==> config.mk <==
export PLATFORM = sky130hd
export DESIGN_NAME = scan_code_ascii_decoder_flat
export DESIGN_NICKNAME = d
export VERILOG_FILES = /design/src/rtl/scan_code_ascii_decoder_if.sv /design/src/rtl/scan_code_ascii_decoder.sv /design/src/flat_wrapper.sv
export SDC_FILE = /design/constraint.sdc
export NUM_CORES = 1
export LEC_CHECK = 0
export ABC_AREA = 1
export BUFFER_PORTS_ARGS = -buffer_cell sky130_fd_sc_hd__buf_2
export CORE_MARGIN = 5
export CORE_UTILIZATION = 40
export CTS_CLUSTER_DIAMETER = 200
export DETAILED_ROUTE_END_ITERATION = 10
export PLACE_DENSITY = 0.54
export SYNTH_ARGS = -nofsm -noshare
export SYNTH_HDL_FRONTEND = slang
export SYNTH_SLANG_ARGS = --single-unit
==> constraint.sdc <==
create_clock -name fpga_clock -period 6.29 [get_ports fpga_clock]
set_input_delay 1.258 -clock fpga_clock [delete_from_list [all_inputs] [get_ports fpga_clock]]
set_output_delay 1.258 -clock fpga_clock [all_outputs]
set_load 0.02 [all_outputs]
==> src/rtl/scan_code_ascii_decoder_if.sv <==
// Keyboard-side bundle for the scan-code decoder: scan byte strobe in, ASCII FIFO head
// and modifier status out. The master drives bytes and pops; the slave is the decoder.
interface scan_code_ascii_decoder_if;
  logic [7:0] scan_code;
  logic       scan_valid;
  logic [7:0] ascii_data;
  logic       ascii_empty;
  logic       ascii_rd;
  logic       overflow;
  logic       shift_active;
  logic       caps_lock;

  modport master (
    output scan_code, scan_valid, ascii_rd,
    input  ascii_data, ascii_empty, overflow, shift_active, caps_lock
  );

  modport slave (
    input  scan_code, scan_valid, ascii_rd,
    output ascii_data, ascii_empty, overflow, shift_active, caps_lock
  );
endinterface

==> src/rtl/scan_code_ascii_decoder.sv <==
// PS/2 set-2 scan-code decoder: tracks break/extended prefixes and shift/caps state,
// translates make codes to ASCII and queues them in a show-ahead FIFO.
module scan_code_ascii_decoder #(
  parameter int FIFO_DEPTH = 8,
  parameter int ADDR_W     = 3
) (
  input  logic                        fpga_clock,
  input  logic                        reset,
  scan_code_ascii_decoder_if.slave    kbd
);

  typedef enum logic [1:0] {
    ST_IDLE,
    ST_BRK,
    ST_EXT,
    ST_EXT_BRK
  } state_t;

  typedef struct packed {
    logic       hit;
    logic       letter;
    logic [7:0] ch;
  } xlat_t;

  localparam int               CNT_W     = ADDR_W + 1;
  localparam logic [CNT_W-1:0] DEPTH_C   = CNT_W'(FIFO_DEPTH);
  localparam logic [7:0]       SC_BREAK  = 8'hF0;
  localparam logic [7:0]       SC_EXT    = 8'hE0;
  localparam logic [7:0]       SC_LSHIFT = 8'h12;
  localparam logic [7:0]       SC_RSHIFT = 8'h59;
  localparam logic [7:0]       SC_CAPS   = 8'h58;
  localparam logic [7:0]       SC_ENTER  = 8'h5A;

  // Letters return their lowercase code; case is folded in by the caller.
  function automatic xlat_t lookup(input logic [7:0] code);
    xlat_t r;
    r = '0;
    case (code)
      8'h1C: r = {1'b1, 1'b1, 8'h61};
      8'h32: r = {1'b1, 1'b1, 8'h62};
      8'h21: r = {1'b1, 1'b1, 8'h63};
      8'h23: r = {1'b1, 1'b1, 8'h64};
      8'h24: r = {1'b1, 1'b1, 8'h65};
      8'h2B: r = {1'b1, 1'b1, 8'h66};
      8'h34: r = {1'b1, 1'b1, 8'h67};
      8'h33: r = {1'b1, 1'b1, 8'h68};
      8'h43: r = {1'b1, 1'b1, 8'h69};
      8'h3B: r = {1'b1, 1'b1, 8'h6A};
      8'h42: r = {1'b1, 1'b1, 8'h6B};
      8'h4B: r = {1'b1, 1'b1, 8'h6C};
      8'h3A: r = {1'b1, 1'b1, 8'h6D};
      8'h31: r = {1'b1, 1'b1, 8'h6E};
      8'h44: r = {1'b1, 1'b1, 8'h6F};
      8'h4D: r = {1'b1, 1'b1, 8'h70};
      8'h15: r = {1'b1, 1'b1, 8'h71};
      8'h2D: r = {1'b1, 1'b1, 8'h72};
      8'h1B: r = {1'b1, 1'b1, 8'h73};
      8'h2C: r = {1'b1, 1'b1, 8'h74};
      8'h3C: r = {1'b1, 1'b1, 8'h75};
      8'h2A: r = {1'b1, 1'b1, 8'h76};
      8'h1D: r = {1'b1, 1'b1, 8'h77};
      8'h22: r = {1'b1, 1'b1, 8'h78};
      8'h35: r = {1'b1, 1'b1, 8'h79};
      8'h1A: r = {1'b1, 1'b1, 8'h7A};
      8'h45: r = {1'b1, 1'b0, 8'h30};
      8'h16: r = {1'b1, 1'b0, 8'h31};
      8'h1E: r = {1'b1, 1'b0, 8'h32};
      8'h26: r = {1'b1, 1'b0, 8'h33};
      8'h25: r = {1'b1, 1'b0, 8'h34};
      8'h2E: r = {1'b1, 1'b0, 8'h35};
      8'h36: r = {1'b1, 1'b0, 8'h36};
      8'h3D: r = {1'b1, 1'b0, 8'h37};
      8'h3E: r = {1'b1, 1'b0, 8'h38};
      8'h46: r = {1'b1, 1'b0, 8'h39};
      8'h29: r = {1'b1, 1'b0, 8'h20};
      8'h5A: r = {1'b1, 1'b0, 8'h0D};
      8'h66: r = {1'b1, 1'b0, 8'h08};
      8'h0D: r = {1'b1, 1'b0, 8'h09};
      default: r = '0;
    endcase
    return r;
  endfunction

  state_t            state_q, state_d;
  logic              shift_l_q, shift_l_d;
  logic              shift_r_q, shift_r_d;
  logic              caps_q, caps_d;
  logic              caps_held_q, caps_held_d;
  logic              wr_pend_q, wr_pend_d;
  logic [7:0]        wr_char_q, wr_char_d;
  logic [ADDR_W-1:0] wr_ptr_q, wr_ptr_d;
  logic [ADDR_W-1:0] rd_ptr_q, rd_ptr_d;
  logic [CNT_W-1:0]  count_q, count_d;
  logic              overflow_q, overflow_d;
  logic [7:0]        mem_q [FIFO_DEPTH];

  xlat_t             xl;
  logic              upper;
  logic              fifo_full;
  logic              fifo_empty;
  logic              do_rd;
  logic              wr_en;

  // NOTE: every always_comb output gets a default first so no path can infer a latch.
  always_comb begin
    state_d     = state_q;
    shift_l_d   = shift_l_q;
    shift_r_d   = shift_r_q;
    caps_d      = caps_q;
    caps_held_d = caps_held_q;
    wr_pend_d   = 1'b0;
    wr_char_d   = wr_char_q;
    xl          = lookup(kbd.scan_code);
    upper       = (shift_l_q | shift_r_q) ^ caps_q;

    if (kbd.scan_valid) begin
      case (state_q)
        ST_IDLE: begin
          if (kbd.scan_code == SC_BREAK) begin
            state_d = ST_BRK;
          end else if (kbd.scan_code == SC_EXT) begin
            state_d = ST_EXT;
          end else begin
            case (kbd.scan_code)
              SC_LSHIFT: shift_l_d = 1'b1;
              SC_RSHIFT: shift_r_d = 1'b1;
              SC_CAPS: begin
                // Holding caps-lock auto-repeats its make code; toggle only on the first.
                if (!caps_held_q) caps_d = ~caps_q;
                caps_held_d = 1'b1;
              end
              default: begin
                if (xl.hit) begin
                  wr_pend_d = 1'b1;
                  wr_char_d = (xl.letter && upper) ? (xl.ch - 8'h20) : xl.ch;
                end
              end
            endcase
          end
        end
        ST_BRK: begin
          case (kbd.scan_code)
            SC_LSHIFT: shift_l_d   = 1'b0;
            SC_RSHIFT: shift_r_d   = 1'b0;
            SC_CAPS:   caps_held_d = 1'b0;
            default:   ;
          endcase
          state_d = ST_IDLE;
        end
        ST_EXT: begin
          if (kbd.scan_code == SC_BREAK) begin
            state_d = ST_EXT_BRK;
          end else begin
            if (kbd.scan_code == SC_ENTER) begin
              wr_pend_d = 1'b1;
              wr_char_d = 8'h0D;
            end
            state_d = ST_IDLE;
          end
        end
        ST_EXT_BRK: state_d = ST_IDLE;
        default:    state_d = ST_IDLE;
      endcase
    end
  end

  // A read of an empty FIFO is ignored; a full FIFO accepts a write only alongside a read.
  always_comb begin
    fifo_empty = (count_q == '0);
    fifo_full  = (count_q == DEPTH_C);
    do_rd      = kbd.ascii_rd && !fifo_empty;
    wr_en      = wr_pend_q && (!fifo_full || do_rd);
    overflow_d = overflow_q | (wr_pend_q && fifo_full && !do_rd);
    wr_ptr_d   = wr_en ? (wr_ptr_q + ADDR_W'(1)) : wr_ptr_q;
    rd_ptr_d   = do_rd ? (rd_ptr_q + ADDR_W'(1)) : rd_ptr_q;
    count_d    = count_q + CNT_W'(wr_en) - CNT_W'(do_rd);
  end

  // NOTE: sequential state uses non-blocking assignments so all flops update together.
  always_ff @(posedge fpga_clock or posedge reset) begin
    if (reset) begin
      state_q     <= ST_IDLE;
      shift_l_q   <= 1'b0;
      shift_r_q   <= 1'b0;
      caps_q      <= 1'b0;
      caps_held_q <= 1'b0;
      wr_pend_q   <= 1'b0;
      wr_char_q   <= 8'h00;
      wr_ptr_q    <= '0;
      rd_ptr_q    <= '0;
      count_q     <= '0;
      overflow_q  <= 1'b0;
    end else begin
      state_q     <= state_d;
      shift_l_q   <= shift_l_d;
      shift_r_q   <= shift_r_d;
      caps_q      <= caps_d;
      caps_held_q <= caps_held_d;
      wr_pend_q   <= wr_pend_d;
      wr_char_q   <= wr_char_d;
      wr_ptr_q    <= wr_ptr_d;
      rd_ptr_q    <= rd_ptr_d;
      count_q     <= count_d;
      overflow_q  <= overflow_d;
    end
  end

  // NOTE: storage is not reset; the head output is forced to zero while empty instead.
  always_ff @(posedge fpga_clock) begin
    if (wr_en) mem_q[wr_ptr_q] <= wr_char_q;
  end

  assign kbd.ascii_empty  = fifo_empty;
  assign kbd.ascii_data   = fifo_empty ? 8'h00 : mem_q[rd_ptr_q];
  assign kbd.overflow     = overflow_q;
  assign kbd.shift_active = shift_l_q | shift_r_q;
  assign kbd.caps_lock    = caps_q;

endmodule

==> src/flat_wrapper.sv <==
// flat-port wrapper written by rule: the top's interface ports become plain ports
module scan_code_ascii_decoder_flat 
#(
  parameter int FIFO_DEPTH = 8,
  parameter int ADDR_W     = 3
)
  (fpga_clock, reset, kbd_scan_code, kbd_scan_valid, kbd_ascii_rd, kbd_ascii_data, kbd_ascii_empty, kbd_overflow, kbd_shift_active, kbd_caps_lock);
  scan_code_ascii_decoder_if kbd_i ();
  input  logic fpga_clock;
  input  logic reset;
  input wire logic [$bits(kbd_i.scan_code)-1:0] kbd_scan_code;
  input wire logic [$bits(kbd_i.scan_valid)-1:0] kbd_scan_valid;
  input wire logic [$bits(kbd_i.ascii_rd)-1:0] kbd_ascii_rd;
  output wire logic [$bits(kbd_i.ascii_data)-1:0] kbd_ascii_data;
  output wire logic [$bits(kbd_i.ascii_empty)-1:0] kbd_ascii_empty;
  output wire logic [$bits(kbd_i.overflow)-1:0] kbd_overflow;
  output wire logic [$bits(kbd_i.shift_active)-1:0] kbd_shift_active;
  output wire logic [$bits(kbd_i.caps_lock)-1:0] kbd_caps_lock;
  assign kbd_i.scan_code = kbd_scan_code;
  assign kbd_i.scan_valid = kbd_scan_valid;
  assign kbd_i.ascii_rd = kbd_ascii_rd;
  assign kbd_ascii_data = kbd_i.ascii_data;
  assign kbd_ascii_empty = kbd_i.ascii_empty;
  assign kbd_overflow = kbd_i.overflow;
  assign kbd_shift_active = kbd_i.shift_active;
  assign kbd_caps_lock = kbd_i.caps_lock;
  scan_code_ascii_decoder #(.FIFO_DEPTH(FIFO_DEPTH), .ADDR_W(ADDR_W)) u_core (.fpga_clock(fpga_clock), .reset(reset), .kbd(kbd_i));
endmodule
==> metrics, run 1 <==
starting density of the core=0.408; CTS sink cnt=90; Overflow after GRT=0; status=finished, final reports clean; final worst slack=2010 ps; post-synth design cell area=4640 um^2; initial antenna violation count=0; drt via density=5.32; WL/cell=16.2 um; Setup WS pre-CTS=2380 ps; Core Region=11400 um^2; fin area=5180 um^2; Max FO, Critical Path=34; I/O Buffers=23; Final nets=553; asr flop ratio synth=0.289; synth unique cells=34; skew final=7.77 ps; grt met2 use=0.264; worst skew pair latency=340 ps; GRT Overall Usage=0.161; Crit Path Class=reg2out; Most used DFF post-synth=edfxtp_1; fin crit share=0.681; hold buffers post-CTS=0; first-pass GRT wire length=17900 um; Pleak=2.19 nW; VDD IR-drop max=0.270 mV; Clock Root Buffer=clkbuf_16; vias in the first global route=3460; PostCTS Resize Cnt=0; Layout area overhead=11.7%; IO Pins=24; Worst Hold Class=reg2reg; CTS buffer count=9; post-route ant nets=0; layout cells sized above 1=0.108; Least-Margin Pin Slew=1020 ps; Yosys warnings=0; Iteration-0 DRC Markers=207; Inserted Diodes=0; final setup violating endpoints=0; Top cell by count, worst path=o21ai_0; Reg area=2570 um^2; HPWL after DPL=7710 um; filler instances=1125; die height=118 um; Slew HR=0.319; Placer Congestion=0.970; met3 Use GR=0.0312; Worst EP required=5030 ps; drt drc=0; largest net degree at the start of global routing=35; Seq cells post-synth=90; max-slew violation count=0; Tmin final=4280 ps; DRT Wirelength=10900 um; worst path arrival time=3030 ps; post-CTS setup buffers=0; Hold Fails Final Rpt=0; part of the Yosys area used for sequential elements=0.554; met1 GRT Util=0.206; via count=3574; crit-path cells=inv_1, o21ai_0, o22ai_1, o21ai_0, a31oi_1, buf_2; Area after DPL=4840 um^2; Chip Width=118 um; Crit-path slowest cell=dfrtp_1; Post-Synthesis Cells=506; TritonCTS clock tree=built; max-cap violation count=0; slowest stage delay, CP=1010 ps; unrepaired setup endpoints after global routing=no; Achievable Freq=233 MHz; First-pass DRT Iterations=4; Core Rows=39; R2R Setup Slk=3480 ps; syn_nets=535; CP endpoint kind=output pin; setup TNS=0 ps; PwrDens=392 nW/um^2; EDFF count, synth=64; full die area=13900 um^2; Multi-input gate area=1810 um^2; busiest grt layer=met2; Startpoint Class=flip-flop; clock buffer depth=2; Clk pin slew, worst setup/hold paths=60 ps; synthesized area per cell=9.17 um^2; # H-tree levels=3
## Yosys cell counts, types with 4 or more instances
master	number	area, um^2
o22ai_1	8	50.1
a31oi_1	9	56.3
nand3_1	28	140
nor3_1	6	30.0
xor2_1	4	35.0
clkbuf_1	9	33.8
dfrtp_1	26	651
edfxtp_1	64	1920
a21oi_1	17	85.1
inv_1	40	150
nand2_2	6	37.5
o21ai_0	57	285
ha_1	16	200
nor2_1	79	297
nand2_1	101	379
o211ai_1	4	30.0
## final cells by class
class                      count  share of cell area
clock inverter                 7              0.0225
timing repair buffer          23              0.0222
inverter                      43              0.0312
tap                          143              0.0345
clock buffer                   9              0.0435
sequential                    90               0.497
multi-input combinational    357               0.350
## layout by cell type (no fill, tap or decap), drive strengths merged
master / count
or2: 2
o41ai: 2
nand2: 108
clkinvlp: 1
o21a: 1
a21oi: 18
inv: 44
ha: 16
o211ai: 4
clkinv: 2
nor4: 1
nand4: 3
nand3b: 1
dfrtp: 26
clkbuf: 9
xnor2: 3
a31o: 1
a31oi: 9
nand3: 28
buf: 23
o22ai: 8
fa: 1
nor3b: 1
xor2: 4
edfxtp: 64
o21ai: 60
nor3: 6
bufinv: 3
nor2: 80
## per-stage QoR
stage               hold WS [ps]  utilization  std cells  power [mW]
floorplan                    467            -        506        1.25
global placement             451        0.426        656        1.42
detailed placement           457        0.426        656        1.44
CTS                          471        0.456        672        2.06
global route                 477        0.456        672        2.17
finish                       469        0.456        672        2.03
## final timing paths
path / start / end / cells after the start
max in group asynchronous: reset / u_core.wr_char_q[2] / 2
min in group asynchronous: reset / u_core.kbd.caps_lock / 2
min reg2reg: u_core.kbd.overflow / u_core.kbd.overflow / 1
max: u_core.rd_ptr_q[0] / kbd_ascii_data[7] / 6
max reg2reg: u_core.count_q[2] / u_core.mem_q[6][3] / 8
min: u_core.kbd.overflow / u_core.kbd.overflow / 1
## worst max-delay path: cells and delay by family, from the launching register on
kind / cells / cell delay (ps)
flops: 1 / 1010
compound gates: 4 / 740
buf+inv: 2 / 930
## kinds of logic (layout without fill, tap and decap cells)
logic type	count (synthesis)	after routing	synth area share
xor+xnor	7	7	0.0132
buf+inv	59	82	0.0553
compound gates	103	103	0.124
fa+ha+maj	17	17	0.0475
simple gates	230	230	0.206
flops	90	90	0.554
## registers in the layout, summed over array words and instances (netlist names), 2 cells and up
signal,flops
u_core.count_q,4
u_core.wr_char_q,8
u_core.state_q,2
u_core.mem_q,64
u_core.wr_ptr_q,3
u_core.rd_ptr_q,3
## routing by layer
layer	wire [um]	vias up
met5	0	-
met4	213	0
met3	474	18
met2	5280	100
met1	4900	1692
li1	-	1764
## power by group
| group | switching (mW) | internal [mW] |
|---|---|---|
| combinational | 0.392 | 0.214 |
| sequential | 0.101 | 0.716 |
| clock | 0.220 | 0.388 |
Power figures use the tool's default switching activity.
==> run 2: changes to the inputs <==
- PLACE_DENSITY: 0.54 -> 0.56
- clock period: 6.29 -> 3.8 ns (I/O delays scaled with it)
==> run 2 against run 1 <==
  * Power increased by 62%
  * Sequential cell count unchanged
  * First-iteration DRC count increased by 13%
  * Final area about the same
  * Non-clock buffer count increased by 4
  * Clock power increased by 51%
  * Largest cell class unchanged
  * Highest routed layer unchanged
==> metrics, run 2 (synthesized netlist as in run 1, its figures left out) <==
met3 Use GR=0.0308; drt drc=0; VDD IR-drop max=0.308 mV; Top cell by count, worst path=o21ai_0; CP endpoint kind=output pin; max-slew violation count=0; vias in the first global route=3493; final worst slack=783 ps; met1 GRT Util=0.201; WP buf/inv=2; full die area=13900 um^2; largest net degree at the start of global routing=34; GRT Overall Usage=0.157; die height=118 um; part of the power in registers=0.397; WL/cell=16.0 um; largest register by flop count=u_core.mem_q; Max FO, Critical Path=18; Comb power frac=0.324; Least-Margin Pin Slew=1040 ps; fin crit share=0.794; HPWL after DPL=7760 um; Overflow after GRT=0; first-pass GRT wire length=17700 um; Tmin final=3020 ps; final setup violating endpoints=0; layout cells sized above 1=0.111; unrepaired setup endpoints after global routing=no; hold slack=457 ps; slowest stage delay, CP=600 ps; crit-path cells=inv_1, o21ai_0, o22ai_1, o21ai_0, a31oi_1, buf_2; PwrDens=635 nW/um^2; Post-Layout Cell Count=676; grt met2 use=0.260; Power, Total=3.29 mW; First-pass DRT Iterations=5; filler instances=1098; Setup WS pre-CTS=956 ps; # H-tree levels=3; number of flip-flops in the largest register=64; Hold Fails Final Rpt=0; setup TNS=0 ps; initial antenna violation count=0; via count=3580; CTS buffer count=9; max-cap violation count=0; Final nets=557; biggest regs=u_core.mem_q x64, u_core.wr_char_q x8, u_core.count_q x4; Achievable Freq=331 MHz; clock buffer depth=2; Crit Path Class=reg2out; Pleak=2.20 nW; Sw Ratio=0.354; Iteration-0 DRC Markers=233; CP top delay family=buffers and inverters; Psw=1.16 mW; Crit-path slowest cell=dfrtp_1; Core Region=11400 um^2; placed cells=660; worst path arrival time=2260 ps; Chip Width=118 um; Startpoint Class=flip-flop; busiest grt layer=met2; worst skew pair latency=330 ps; Slew HR=0.308; commonest non-fill, non-tap cell in the layout=nand2_1; TritonCTS clock tree=built; post-CTS setup buffers=0; Worst Hold Class=reg2reg; Worst EP required=3040 ps; drt via density=5.30; Core Rows=39; post-route ant nets=0; PostCTS Resize Cnt=0; status=finished, final reports clean; Layout area overhead=11.6%; DRT Wirelength=10800 um; most frequent cells in the layout=101 x nand2_1, 79 x nor2_1, 64 x edfxtp_1; hold buffers post-CTS=0; skew final=6.92 ps; Inserted Diodes=0; Placer Congestion=0.874; Clk pwr share=0.280; Clock Root Buffer=clkbuf_16; starting density of the core=0.408; CTS sink cnt=90; IO Pins=24; Internal=2.13 mW; Clk pin slew, worst setup/hold paths=60 ps; I/O Buffers=23
run 2: power by group through the flow:
stage	Combinational, mW	Clock, mW	Sequential, mW
finish	1.06	0.919	1.30
global route	1.22	0.979	1.32
CTS	1.08	0.939	1.31
detailed placement	1.07	0	1.33
global placement	1.06	0	1.32
floorplan	0.792	0	1.28
run 2: metrics by stage:
stage                      util  area (um^2)
after detailed placement  0.428         4870
after floorplan               -         4640
after global routing      0.455         5180
after CTS                 0.455         5180
final                     0.455         5180
after global placement    0.428         4870
run 2: path summary, 6_finish.rpt:
path,from,endpoint,slack (ps),cells past startpoint
max in group asynchronous,reset,u_core.wr_char_q[0],2490,2
setup reg to reg,u_core.count_q[2],u_core.mem_q[1][3],1210,9
hold reg to reg,u_core.kbd.overflow,u_core.kbd.overflow,460,1
setup / recovery,u_core.rd_ptr_q[1],kbd_ascii_data[6],780,6
hold / removal,u_core.kbd.overflow,u_core.kbd.overflow,460,1
min in group asynchronous,reset,u_core.caps_held_q,670,2
run 2: routing by layer:
layer	vias to the layer above	share of wire	wire length (um)
met4	0	0.027	287
li1	1775	-	-
met2	109	0.49	5260
met1	1673	0.44	4770
met3	23	0.044	476
met5	-	0	0
run 2: worst register-to-register path: stages (launching register included):
cell     delay (ps)
dfrtp_1         320
inv_1            70
ha_1            190
nand2_1         310
nand2_1         200
nand2_1         100
nand2_1          70
inv_1           140
nand2_1         120
nor2_1          690
run 2: layout make-up:
| class | count | area (um^2) | share of cell area |
|---|---|---|---|
| multi-input combinational | 357 | 1810 | 0.350 |
| inverter | 43 | 161 | 0.0312 |
| tap | 143 | 179 | 0.0345 |
| timing repair buffer | 27 | 145 | 0.0280 |
| clock buffer | 10 | 229 | 0.0442 |
| sequential | 90 | 2570 | 0.497 |
| clock inverter | 6 | 81.3 | 0.0157 |
==> run 3: changes to the inputs <==
- ABC_AREA: 1 -> 0
- clock period: 3.8 -> 2.6 ns (I/O delays scaled with it)
==> run 3 against run 2 <==
  * Sequential share of layout area fell by 3.6 points
  * Sequential power is 43% higher
  * Synthesized cell count fell by 25%
  * Non-clock buffer count increased by 45
==> metrics, run 3 <==
starting density of the core=0.413; crit-path cells=buf_12, mux4_2, mux2i_1, nor2_1, buf_2; post-CTS setup buffers=0; largest net degree at the start of global routing=21; worst skew pair latency=330 ps; filler instances=1036; Chip Width=119 um; placed cells=574; top post-synthesis cells by count=64 x edfxtp_1, 39 x nor2_1, 32 x nand2_1; Post-Layout Cell Count=589; Clk pin slew, worst setup/hold paths=60 ps; hold buffers post-CTS=0; commonest non-fill, non-tap cell in the layout=edfxtp_1; most frequent cells in the layout=64 x edfxtp_1, 48 x buf_4, 39 x nor2_1; unrepaired setup endpoints after global routing=no; IO Pins=24; initial antenna violation count=0; clock buffer depth=2; Slew HR=0.594; I/O Buffers=23; layout cells sized above 1=0.258; largest register by flop count=u_core.mem_q; die height=119 um; status=finished, final reports clean; CTS buffer count=9; part of the Yosys area used for sequential elements=0.541; biggest regs=u_core.mem_q x64, u_core.wr_char_q x8, u_core.count_q x4; Core Rows=39; PostCTS Resize Cnt=0; Seq cells post-synth=90; Area after DPL=5320 um^2; max-cap violation count=0; full die area=14200 um^2; Hold Fails Final Rpt=0; final setup violating endpoints=0; Final Util=0.485; Tmin final=2370 ps; most common cell in the synthesized netlist=edfxtp_1; Pleak=2.26 nW; GRT Overall Usage=0.145; synthesized area per cell=12.5 um^2; max-slew violation count=0; post-route ant nets=0; Clock Root Buffer=clkbuf_16; synth unique cells=59; First-pass DRT Iterations=4; Overflow after GRT=0; Crit-path slowest cell=mux4_2; post-synth design cell area=4750 um^2; Layout area overhead=17.5%; Inserted Diodes=0; drt drc=0; post-synth top area share=0.404; DRT Wirelength=9820 um; via count=3156; Synth area leader=edfxtp_1; Max FO, Critical Path=18; WL/cell=16.7 um; Most used DFF post-synth=edfxtp_1; VDD IR-drop max=0.340 mV; CP endpoint kind=output pin; # H-tree levels=3; Achievable Freq=421 MHz; asr flop ratio synth=0.289; Post-Synthesis Cells=381; hold slack=98.4 ps; Crit Path Class=reg2out; first-pass GRT wire length=16400 um; syn_nets=410; drt via density=5.36; Final nets=471; Synth area leaders=edfxtp_1 40%, dfrtp_1 14%, mux4_2 9.0%; Least-Margin Pin Slew=607 ps; CP top delay family=multiplexers; TritonCTS clock tree=built; number of flip-flops in the largest register=64; fin crit share=0.913; PwrDens=798 nW/um^2; Core Region=11500 um^2; HPWL after DPL=7100 um; fin area=5580 um^2; WP buf/inv=2; worst path arrival time=1850 ps; Worst Hold Class=in2async; Placer Congestion=0.907; Worst EP required=2080 ps; vias in the first global route=3206; skew final=5.03 ps; setup TNS=0 ps; Iteration-0 DRC Markers=164; EDFF count, synth=64; slowest stage delay, CP=520 ps; Startpoint Class=flip-flop; CTS sink cnt=90; Yosys warnings=0
## run 3: cell count changes after synthesis, moves of 13 or more
cell / change
nand2_1: -69
o21ai_0: -45
mux4_2: +19
mux2i_1: +13
nand3_1: -18
inv_1: -21
nor2_1: -40
## run 3: metrics by stage
step | setup WS [ps] | power (mW)
2_1_floorplan | 64.7 | 2.93
3_3_place_gp | -35.7 | 3.34
3_5_place_dp | -64.2 | 3.37
4_1_cts | 198 | 4.53
5_1_grt | 121 | 4.74
6_report | 227 | 4.46
## run 3: area by class of cell
type	count	area, um^2	area share
clock buffer	11	233	0.0417
clock inverter	4	28.8	0.00515
inverter	19	71.3	0.0128
multi-input combinational	250	2000	0.359
sequential	90	2570	0.461
tap	143	179	0.0320
timing repair buffer	72	495	0.0887
## run 3: power by group
part | switching, mW | internal (mW) | total (mW)
clock network | 0.503 | 0.644 | 1.15
logic | 0.749 | 0.701 | 1.45
registers | 0.154 | 1.71 | 1.86
total | 1.41 | 3.05 | 4.46
## run 3: cell families after synthesis
group / after synthesis / synth area share
and+or+nand+nor: 128 / 0.135
DFF: 90 / 0.541
AOI/OAI and AO/OA: 54 / 0.0798
muxes: 44 / 0.147
buffers and inverters: 41 / 0.0374
adders and majority gates: 17 / 0.0463
xor gates and xnor gates: 7 / 0.0129
## run 3: layer usage
layer | track usage | vias to the layer above | wire, um
li1 | - | 1528 | -
met1 | 0.188 | 1548 | 4470
met5 | 0 | - | 0
met4 | 0.0594 | 0 | 178
met2 | 0.245 | 66 | 4880
met3 | 0.0223 | 14 | 291
## run 3: path summary, 6_finish.rpt
kind	depth (start not counted)	slack, ps	start	end
worst max-delay path	5	230	u_core.rd_ptr_q[0]	kbd_ascii_data[2]
worst min-delay path	2	100	reset	u_core.shift_l_q
worst max register to register	10	500	u_core.count_q[2]	u_core.count_q[2]
worst min register to register	1	460	u_core.kbd.overflow	u_core.kbd.overflow
max in group asynchronous	3	1960	reset	u_core.rd_ptr_q[2]
min in group fpga_clock	2	420	kbd_scan_valid	u_core.state_q[1]
